## src/rtl/data_mem_arbiter_if.sv

```systemverilog
// data_mem_arbiter_if: two-requester data-memory bus plus the shared memory port.
// Ports: m0_*/m1_* request fields (req, we, size, addr, wdata) and responses (gnt, rvalid, rdata);
//        mem_we/mem_size/mem_addr/mem_wdata toward memory, mem_rdata back. slave = arbiter, master = requesters + memory.
interface data_mem_arbiter_if #(
   parameter int ADDR_W = 10
);
   logic              m0_req;
   logic              m0_we;
   logic [1:0]        m0_size;
   logic [ADDR_W-1:0] m0_addr;
   logic [31:0]       m0_wdata;
   logic              m0_gnt;
   logic              m0_rvalid;
   logic [31:0]       m0_rdata;

   logic              m1_req;
   logic              m1_we;
   logic [1:0]        m1_size;
   logic [ADDR_W-1:0] m1_addr;
   logic [31:0]       m1_wdata;
   logic              m1_gnt;
   logic              m1_rvalid;
   logic [31:0]       m1_rdata;

   logic              mem_we;
   logic [1:0]        mem_size;
   logic [ADDR_W-1:0] mem_addr;
   logic [31:0]       mem_wdata;
   logic [31:0]       mem_rdata;

   modport slave (
      input  m0_req, m0_we, m0_size, m0_addr, m0_wdata,
      output m0_gnt, m0_rvalid, m0_rdata,
      input  m1_req, m1_we, m1_size, m1_addr, m1_wdata,
      output m1_gnt, m1_rvalid, m1_rdata,
      output mem_we, mem_size, mem_addr, mem_wdata,
      input  mem_rdata
   );

   modport master (
      output m0_req, m0_we, m0_size, m0_addr, m0_wdata,
      input  m0_gnt, m0_rvalid, m0_rdata,
      output m1_req, m1_we, m1_size, m1_addr, m1_wdata,
      input  m1_gnt, m1_rvalid, m1_rdata,
      input  mem_we, mem_size, mem_addr, mem_wdata,
      output mem_rdata
   );
endinterface

```

## src/rtl/data_mem_arbiter.sv

```systemverilog
// data_mem_arbiter: shares one data-memory port between two requesters m0/m1 (IDLE -> ACCESS -> DONE).
// Ports: clk, rst (sync, active-high), bus (data_mem_arbiter_if.slave). Grant is combinational in IDLE;
//        rvalid arrives LAT+1 cycles after grant. Define ARB_FIXED_PRIO_EN for fixed m0 priority instead of round-robin.
module data_mem_arbiter #(
   parameter int ADDR_W = 10,
   parameter int LAT    = 1
) (
   input  logic clk,
   input  logic rst,
   data_mem_arbiter_if.slave bus
);
   typedef enum logic [1:0] {IDLE, ACCESS, DONE} state_t;

   localparam logic [3:0] CNT_INIT = 4'(LAT - 1);

   state_t            state, state_nxt;
   logic [3:0]        cnt;
   logic              lat_we;
   logic [1:0]        lat_size;
   logic [ADDR_W-1:0] lat_addr;
   logic [31:0]       lat_wdata;
   logic              owner;
   logic [31:0]       cap;
   logic              any_req;
   logic              win;

`ifndef ARB_FIXED_PRIO_EN
   // rr names the requester that wins the next tie
   logic              rr;
`endif

   assign any_req = bus.m0_req | bus.m1_req;

`ifdef ARB_FIXED_PRIO_EN
   assign win = ~bus.m0_req;
`else
   assign win = (bus.m0_req & bus.m1_req) ? rr : ~bus.m0_req;
`endif

   // rdata is steered to the last owner only; it is meaningful in the DONE cycle
   assign bus.m0_rdata = (owner == 1'b0) ? cap : 32'd0;
   assign bus.m1_rdata = (owner == 1'b1) ? cap : 32'd0;

   always_comb begin
      state_nxt     = state;
      bus.m0_gnt    = 1'b0;
      bus.m1_gnt    = 1'b0;
      bus.m0_rvalid = 1'b0;
      bus.m1_rvalid = 1'b0;
      bus.mem_we    = 1'b0;
      bus.mem_size  = 2'd0;
      bus.mem_addr  = '0;
      bus.mem_wdata = 32'd0;
      case (state)
         IDLE: begin
            if (any_req) begin
               bus.m0_gnt = ~win;
               bus.m1_gnt = win;
               state_nxt  = ACCESS;
            end
         end
         ACCESS: begin
            bus.mem_size  = lat_size;
            bus.mem_addr  = lat_addr;
            bus.mem_wdata = lat_wdata;
            // counter still at its load value only in the first ACCESS cycle: single write strobe
            bus.mem_we    = lat_we && (cnt == CNT_INIT);
            if (cnt == 4'd0) begin
               state_nxt = DONE;
            end
         end
         DONE: begin
            bus.m0_rvalid = ~owner;
            bus.m1_rvalid = owner;
            state_nxt     = IDLE;
         end
         default: state_nxt = IDLE;
      endcase
   end

   always_ff @(posedge clk) begin
      if (rst) begin
         state     <= IDLE;
         cnt       <= 4'd0;
         lat_we    <= 1'b0;
         lat_size  <= 2'd0;
         lat_addr  <= '0;
         lat_wdata <= 32'd0;
         owner     <= 1'b0;
         cap       <= 32'd0;
`ifndef ARB_FIXED_PRIO_EN
         rr        <= 1'b0;
`endif
      end else begin
         state <= state_nxt;
         case (state)
            IDLE: begin
               if (any_req) begin
                  lat_we    <= win ? bus.m1_we    : bus.m0_we;
                  lat_size  <= win ? bus.m1_size  : bus.m0_size;
                  lat_addr  <= win ? bus.m1_addr  : bus.m0_addr;
                  lat_wdata <= win ? bus.m1_wdata : bus.m0_wdata;
                  owner     <= win;
                  cnt       <= CNT_INIT;
`ifndef ARB_FIXED_PRIO_EN
                  rr        <= ~win;
`endif
               end
            end
            ACCESS: begin
               if (cnt == 4'd0) begin
                  cap <= lat_we ? 32'd0 : bus.mem_rdata;
               end else begin
                  cnt <= cnt - 4'd1;
               end
            end
            default: ;
         endcase
      end
   end
endmodule

```

## src/flat_wrapper.sv

```systemverilog
// flat-port wrapper written by rule: the top's interface ports become plain ports
module data_mem_arbiter_flat 
#(
   parameter int ADDR_W = 10,
   parameter int LAT    = 1
)
  (clk, rst, bus_m0_req, bus_m0_we, bus_m0_size, bus_m0_addr, bus_m0_wdata, bus_m0_gnt, bus_m0_rvalid, bus_m0_rdata, bus_m1_req, bus_m1_we, bus_m1_size, bus_m1_addr, bus_m1_wdata, bus_m1_gnt, bus_m1_rvalid, bus_m1_rdata, bus_mem_we, bus_mem_size, bus_mem_addr, bus_mem_wdata, bus_mem_rdata);
  data_mem_arbiter_if #(.ADDR_W(ADDR_W)) bus_i ();
  input  logic clk;
  input  logic rst;
  input wire logic [$bits(bus_i.m0_req)-1:0] bus_m0_req;
  input wire logic [$bits(bus_i.m0_we)-1:0] bus_m0_we;
  input wire logic [$bits(bus_i.m0_size)-1:0] bus_m0_size;
  input wire logic [$bits(bus_i.m0_addr)-1:0] bus_m0_addr;
  input wire logic [$bits(bus_i.m0_wdata)-1:0] bus_m0_wdata;
  output wire logic [$bits(bus_i.m0_gnt)-1:0] bus_m0_gnt;
  output wire logic [$bits(bus_i.m0_rvalid)-1:0] bus_m0_rvalid;
  output wire logic [$bits(bus_i.m0_rdata)-1:0] bus_m0_rdata;
  input wire logic [$bits(bus_i.m1_req)-1:0] bus_m1_req;
  input wire logic [$bits(bus_i.m1_we)-1:0] bus_m1_we;
  input wire logic [$bits(bus_i.m1_size)-1:0] bus_m1_size;
  input wire logic [$bits(bus_i.m1_addr)-1:0] bus_m1_addr;
  input wire logic [$bits(bus_i.m1_wdata)-1:0] bus_m1_wdata;
  output wire logic [$bits(bus_i.m1_gnt)-1:0] bus_m1_gnt;
  output wire logic [$bits(bus_i.m1_rvalid)-1:0] bus_m1_rvalid;
  output wire logic [$bits(bus_i.m1_rdata)-1:0] bus_m1_rdata;
  output wire logic [$bits(bus_i.mem_we)-1:0] bus_mem_we;
  output wire logic [$bits(bus_i.mem_size)-1:0] bus_mem_size;
  output wire logic [$bits(bus_i.mem_addr)-1:0] bus_mem_addr;
  output wire logic [$bits(bus_i.mem_wdata)-1:0] bus_mem_wdata;
  input wire logic [$bits(bus_i.mem_rdata)-1:0] bus_mem_rdata;
  assign bus_i.m0_req = bus_m0_req;
  assign bus_i.m0_we = bus_m0_we;
  assign bus_i.m0_size = bus_m0_size;
  assign bus_i.m0_addr = bus_m0_addr;
  assign bus_i.m0_wdata = bus_m0_wdata;
  assign bus_m0_gnt = bus_i.m0_gnt;
  assign bus_m0_rvalid = bus_i.m0_rvalid;
  assign bus_m0_rdata = bus_i.m0_rdata;
  assign bus_i.m1_req = bus_m1_req;
  assign bus_i.m1_we = bus_m1_we;
  assign bus_i.m1_size = bus_m1_size;
  assign bus_i.m1_addr = bus_m1_addr;
  assign bus_i.m1_wdata = bus_m1_wdata;
  assign bus_m1_gnt = bus_i.m1_gnt;
  assign bus_m1_rvalid = bus_i.m1_rvalid;
  assign bus_m1_rdata = bus_i.m1_rdata;
  assign bus_mem_we = bus_i.mem_we;
  assign bus_mem_size = bus_i.mem_size;
  assign bus_mem_addr = bus_i.mem_addr;
  assign bus_mem_wdata = bus_i.mem_wdata;
  assign bus_i.mem_rdata = bus_mem_rdata;
  data_mem_arbiter #(.ADDR_W(ADDR_W), .LAT(LAT)) u_core (.clk(clk), .rst(rst), .bus(bus_i));
endmodule
```

## config.mk

```make
export PLATFORM = sky130hd
export DESIGN_NAME = data_mem_arbiter_flat
export DESIGN_NICKNAME = d
export VERILOG_FILES = /design/src/rtl/data_mem_arbiter_if.sv /design/src/rtl/data_mem_arbiter.sv /design/src/flat_wrapper.sv
export SDC_FILE = /design/constraint.sdc
export NUM_CORES = 1
export LEC_CHECK = 0
export CORE_MARGIN = 5
export CORE_UTILIZATION = 36
export DETAILED_ROUTE_END_ITERATION = 6
export GPL_TIMING_DRIVEN = 0
export PLACE_DENSITY = 0.81
export SYNTH_ARGS = -nofsm -noshare
export SYNTH_HDL_FRONTEND = slang
export SYNTH_SLANG_ARGS = --single-unit
export TNS_END_PERCENT = 5
```

## constraint.sdc

```tcl
create_clock -name clk -period 1.7 [get_ports clk]
set_input_delay 0.34 -clock clk [delete_from_list [all_inputs] [get_ports clk]]
set_output_delay 0.34 -clock clk [all_outputs]
set_load 0.03 [all_outputs]
```

# Yosys cells after proc, flatten, opt, wreduce, memory -nomap -nowiden
# Cells that the tools add are included.
[totals] output_inout_bits=113 latch_bits=0 regBits=85 elab_cells=52 mem_bits_rw=0 n_memories=0 rom_bits=0
[classes] bitwise_logic=5 n_addsub=1 multipliers=0 muxes=24 n_shift=0 div=0 n_eq_ne=5 n_reduce_logical=8 magnitude_cmp=0
[ops] cell="two-way mux 32 bit" count=5
[ops] cell="two-way mux 10 bit" count=2
[ops] cell="two-way mux 1 bit" count=9
[ops] cell="two-way mux 2 bit" count=4
[ops] cell="two-way mux 4 bit" count=2
[ops] cell="case mux 4 bit (2 select lines)" count=1
[ops] cell="AND reduction 2 bit" count=3
[ops] cell="zero test 4 bit" count=1
[ops] cell="inequality test 2 x 1 -> 1 bit, second input constant" count=2
[ops] cell="case mux 2 bit (2 select lines)" count=1
[ops] cell="subtractor 4 x 1 -> 4 bit, second input constant" count=1
[ops] cell="NOT 1 bit" count=3
[ops] cell="AND reduction 3 bit" count=1
[ops] cell="equality test 2 x 1 -> 1 bit, second input constant" count=1
[ops] cell="equality test 2 bit, second input constant" count=1
[ops] cell="zero test 2 bit" count=1
[ops] cell="inequality test 2 bit, second input constant" count=1
[ops] cell="nonzero test 2 bit" count=1
[ops] cell="bitwise AND 1 bit" count=1
[ops] cell="logical AND 1 bit" count=1
[ops] cell="OR 1 bit" count=1

# Logic depth before layout (Yosys ltp)
# Gate-level depths: netlist (run 1).
[depth] depth_word=5 ltp_mapped=7

# Worst setup path before layout (run 1)
# No wires, ideal clock.
[synth_timing] path_type="register to output" start="reg u_core.cnt[0]" end="out bus_mem_we" setup_slack_ps=-123 path_buffers=1 t_arrival_ps=1483 t_required_ps=1360 path_stages_with_launch=6 path_cell_list="dfxtp_1 -> inv_1 -> ha_1 -> nor3b_2 -> buf_2 -> and3_1"
[synth_between] elab_chain_cells=3
[synth_lines] element="start, declared" line_no="data_mem_arbiter.sv:17" source="logic [3:0] cnt;"
[synth_lines] element="start signal, assigned" line_no="data_mem_arbiter.sv:114" source="cnt <= cnt - 4'd1;"
[synth_lines] element="zero test 4 bit" line_no="data_mem_arbiter.sv:67" source="bus.mem_we = lat_we && (cnt == CNT_INIT);"
[synth_lines] element="logical AND 1 bit" line_no="data_mem_arbiter.sv:67"
[synth_lines] element="two-way mux 1 bit" line_no="data_mem_arbiter.sv:54" source="case (state)"
[synth_lines] element="end, declared" line_no="flat_wrapper.sv:27" source="output wire logic [$bits(bus_i.mem_we)-1:0] bus_mem_we;"
# No other way between the ends.

# Worst setup path after layout (run 1)
[layout_timing] start="reg u_core.state[0]" end="out bus_mem_wdata[27]"
[layout_between] elab_chain_cells=2
[layout_lines] element="start, declared" line_no="data_mem_arbiter.sv:16" source="state_t state, state_nxt;"
[layout_lines] element="start signal, assigned" line_no="data_mem_arbiter.sv:95" source="state <= state_nxt;"
[layout_lines] element="equality test 2 x 1 -> 1 bit" line_no="data_mem_arbiter.sv:54"
[layout_lines] element="two-way mux 32 bit" line_no="data_mem_arbiter.sv:54"
[layout_lines] element="end, declared" line_no="flat_wrapper.sv:30" source="output wire logic [$bits(bus_i.mem_wdata)-1:0] bus_mem_wdata;"
# No other way between the ends.

==> results of run 1 <==
[area by class of cell]
class	instances	area, um2
Fill cell	1202	4920
Multi-Input combinational cell	409	2610
Timing Repair Buffer	248	2230
Sequential cell	85	1710
Buffer	66	448
Clock buffer	11	233
Tap cell	172	215
Clock inverter	5	75.1
Inverter	5	18.8
[worst max-delay path, stage by stage, from the launching register on]
cell and delay (ns):
sky130_fd_sc_hd__dfxtp_2 0.31, sky130_fd_sc_hd__buf_6 0.12, sky130_fd_sc_hd__nor2b_4 0.12, sky130_fd_sc_hd__buf_6 0.13, sky130_fd_sc_hd__buf_8 0.13, sky130_fd_sc_hd__clkbuf_16 0.14
sky130_fd_sc_hd__and2_4 0.13, sky130_fd_sc_hd__buf_6 0.13
[logic make-up (layout without fill, tap and decap cells)]
kind of cell / count (synthesis) / count (layout)
AOI/OAI and AO/OA: 166 / 166
buffers and inverters: 71 / 335
DFF: 85 / 85
and+or+nand+nor: 228 / 228
adders and majority gates: 1 / 1
muxes: 14 / 14
[layout by cell type, fill, tap and decap left out, types with 3 or more instances in the layout]
master,synthesis,layout
sky130_fd_sc_hd__buf_6,1,38
sky130_fd_sc_hd__clkbuf_1,49,28
sky130_fd_sc_hd__buf_2,13,34
sky130_fd_sc_hd__mux2i_1,14,14
sky130_fd_sc_hd__buf_4,1,53
sky130_fd_sc_hd__nand4b_1,33,33
sky130_fd_sc_hd__a31oi_1,31,31
sky130_fd_sc_hd__nand3_1,63,63
sky130_fd_sc_hd__a211oi_1,15,15
sky130_fd_sc_hd__nor2_2,1,3
sky130_fd_sc_hd__o21ai_1,0,6
sky130_fd_sc_hd__dfxtp_1,85,82
sky130_fd_sc_hd__clkinv_2,0,3
sky130_fd_sc_hd__and2_4,0,14
sky130_fd_sc_hd__clkbuf_2,0,15
sky130_fd_sc_hd__clkdlybuf4s15_2,0,7
sky130_fd_sc_hd__clkbuf_16,0,10
sky130_fd_sc_hd__nor2b_1,33,32
sky130_fd_sc_hd__clkbuf_4,0,8
sky130_fd_sc_hd__inv_2,0,3
sky130_fd_sc_hd__buf_8,0,4
sky130_fd_sc_hd__clkbuf_8,0,3
sky130_fd_sc_hd__and2_1,78,64
sky130_fd_sc_hd__o21ai_0,64,58
sky130_fd_sc_hd__clkdlybuf4s50_1,0,123
sky130_fd_sc_hd__a21oi_1,49,49
[registers in the layout, indices dropped and copies added, names as in the netlist]
signal            cells
u_core.cap           32
u_core.cnt            4
u_core.lat_addr      10
u_core.lat_size       2
u_core.lat_wdata     32
u_core.lat_we         1
u_core.owner          1
u_core.rr             1
u_core.state          2
[repair_timing]
action,4_1_cts,5_1_grt
gates cloned,1,0
hold buffers,0,0
endpoints found under the hold margin,0,0
endpoints found under the setup margin,191,169
gates resized for setup,664,89
pin swaps,12,2
buffers inserted,9,0
[metal layers]
| layer | wire length [um] | part of all wire, % | global-route usage (%) | vias to the layer above |
|---|---|---|---|---|
| met1 | 6970 | 41 | 26.2 | 2341 |
| li1 | - | - | - | 2546 |
| met2 | 8200 | 48 | 38.0 | 209 |
| met5 | 13 | 0.076 | 0 | - |
| met4 | 204 | 1.2 | 5.53 | 2 |
| met3 | 1640 | 9.6 | 7.47 | 21 |
[report_power, final]
group	switching, mW	internal (mW)
combinational	0.990	0.870
clock	0.801	1.28
sequential	0.100	2.19
[final timing paths]
path / to / slack (ns) / cells after the start
min reg2reg: u_core.lat_wdata[1] / 0.48 / 2
max: bus_mem_wdata[27] / -0.19 / 7
max reg2reg: u_core.cap[25] / 0.05 / 7
min: u_core.lat_wdata[1] / 0.48 / 2
[per-stage QoR]
stage	hold slack, ns	util, %
6_report	0.483	60.5
4_1_cts	0.484	61.1
2_1_floorplan	0.453	-
3_5_place_dp	0.474	57.2
3_3_place_gp	0.467	57.2
5_1_grt	0.498	60.5
==> results_dict.tcl, run 1 <==
set metrics [dict create \
    run_status "finished, violations left" \
    failed_checks "setup timing" \
    io_pins 239 \
    max_slew_vio_count 0 \
    starting_density_pct 36.3 \
    cts_tree "built" \
    timing_worst_setup_path_type "flop to output port" \
    dpl-instance-area_um2 7130 \
    detailedPlacementHpwl_um 12700 \
    yosys.area_share.xor_xnor_pct 0 \
    netlist-cell-type-count 38 \
    rsz0062_at_grt "true" \
    postSynthNetCount 692 \
    synth_edf_count 0 \
    pin_count_of_the_biggest_net_entering_global_routing 14 \
    mapped_cell_area_um2 4530 \
    layout-drive-gt1-share_pct 25.6 \
    first_global_vias 4897 \
    synth_top_cell_area_share_pct 37.6 \
    synthDominantAreaCellType "sky130_fd_sc_hd__dfxtp_1" \
    yosys_warning_count 0 \
    drt_first_pass_iters 4 \
    fp.dieArea_um2 14900 \
    h_tree_level_count 3 \
    crit-reg2reg-launch "u_core.cnt[0]" \
    synth.ff_latch_count 85 \
    final-setup-viol-count 48 \
    core_region_area_um2 12500 \
    yosys-top-cells-count "sky130_fd_sc_hd__dfxtp_1, sky130_fd_sc_hd__and2_1, sky130_fd_sc_hd__o21ai_0" \
    grt_use_total_pct 22.0 \
    p_leak_nw 3.09 \
    timing.critical_path.from_type "flop" \
    total_cts_buffers 9 \
    worstSkewPairLatency_ns 0.33 \
    synth-main-ff-cell "sky130_fd_sc_hd__dfxtp_1" \
    hold_path_class "flop to flop" \
    layout_min_cycle_time_ns 1.89 \
    hp-start "u_core.lat_wdata[1]" \
    peak_freq_ghz 0.529 \
    clock_tree.buffer_depth 2 \
    vias_per_cell 5.11 \
    final_cell_count_no_fill 1001 \
    skew_ns 0.00448 \
    finish.instance_area_um2 7550 \
    setup_tns_ns -6.71 \
    slew-limit-headroom_pct 66.8 \
    global_route.overflow_total 0 \
    ir_drop_v 0.000389 \
    clk_transition_reported_paths_ns 0.06 \
    antenna_cells_inserted 0 \
    cts.root.buffer_cell "sky130_fd_sc_hd__clkbuf_16" \
    netlist_top_cells_area "sky130_fd_sc_hd__dfxtp_1, sky130_fd_sc_hd__and2_1, sky130_fd_sc_hd__o21ai_0" \
    synth-seq-area-share_pct 37.6 \
    grt_antenna_before_repair 1 \
    detailedPlace.worstSlack_ns -1.18 \
    worst_pin_slew_ns 0.498 \
    synth.avg_cell_area_um2 8.01 \
    io_buffers 238 \
    worstSetupEndpointType "output port" \
    synthArstFlopShare_pct 0 \
    die_wd_um 122 \
    p_total_mw 6.23 \
    final_min_period_over_clock_period_pct 111 \
    timing.max_cap.violations 0 \
    place_congestion 0.844 \
    synth_compound_area_share_pct 20.7 \
    dominant_combinational_cell_family_by_area_after_synthesis "simple AND/OR/NAND/NOR gates" \
    power.density_nw_per_um2 826 \
    critical_path_source "u_core.state[0]" \
    fraction_of_the_mapped_netlist_area_in_adder_cells_pct 0.276 \
    vias 5119 \
    crit_fanout 7 \
    syn2layout_area_growth_pct 66.7 \
    final_antenna_net_count 0 \
    clkSinkCount 85 \
    timing.final.ws_setup_ns -0.192 \
    route.detailed.drc 0 \
    dr_wl_cell_um 17.0 \
    post_synth_inst_count 565 \
    worst_ep_required_time_ns 1.36 \
    finalHoldViolations 0 \
    detailedRoute.firstIterationViolations 373 \
    die_h_um 122 \
    synth_simple_gate_area_share_pct 31.9 \
    synth.area.mux_share_pct 3.10 \
    num-nets-final 951 \
    synthMostInstantiatedCell "sky130_fd_sc_hd__dfxtp_1" \
    dp.cells 975 \
    arrival_ns 1.55 \
    num_rows 41 \
    grt_pass1_wl_um 26000 \
    finalWirelength_um 17000 \
]
Note: power is estimated with default switching activity, not from simulation.
==> run 2: changes to the inputs <==
- CTS_CLUSTER_SIZE: not set -> 30
==> results of run 2 <==
No change in the layout: final DEF, timing and power equal those of run 1.
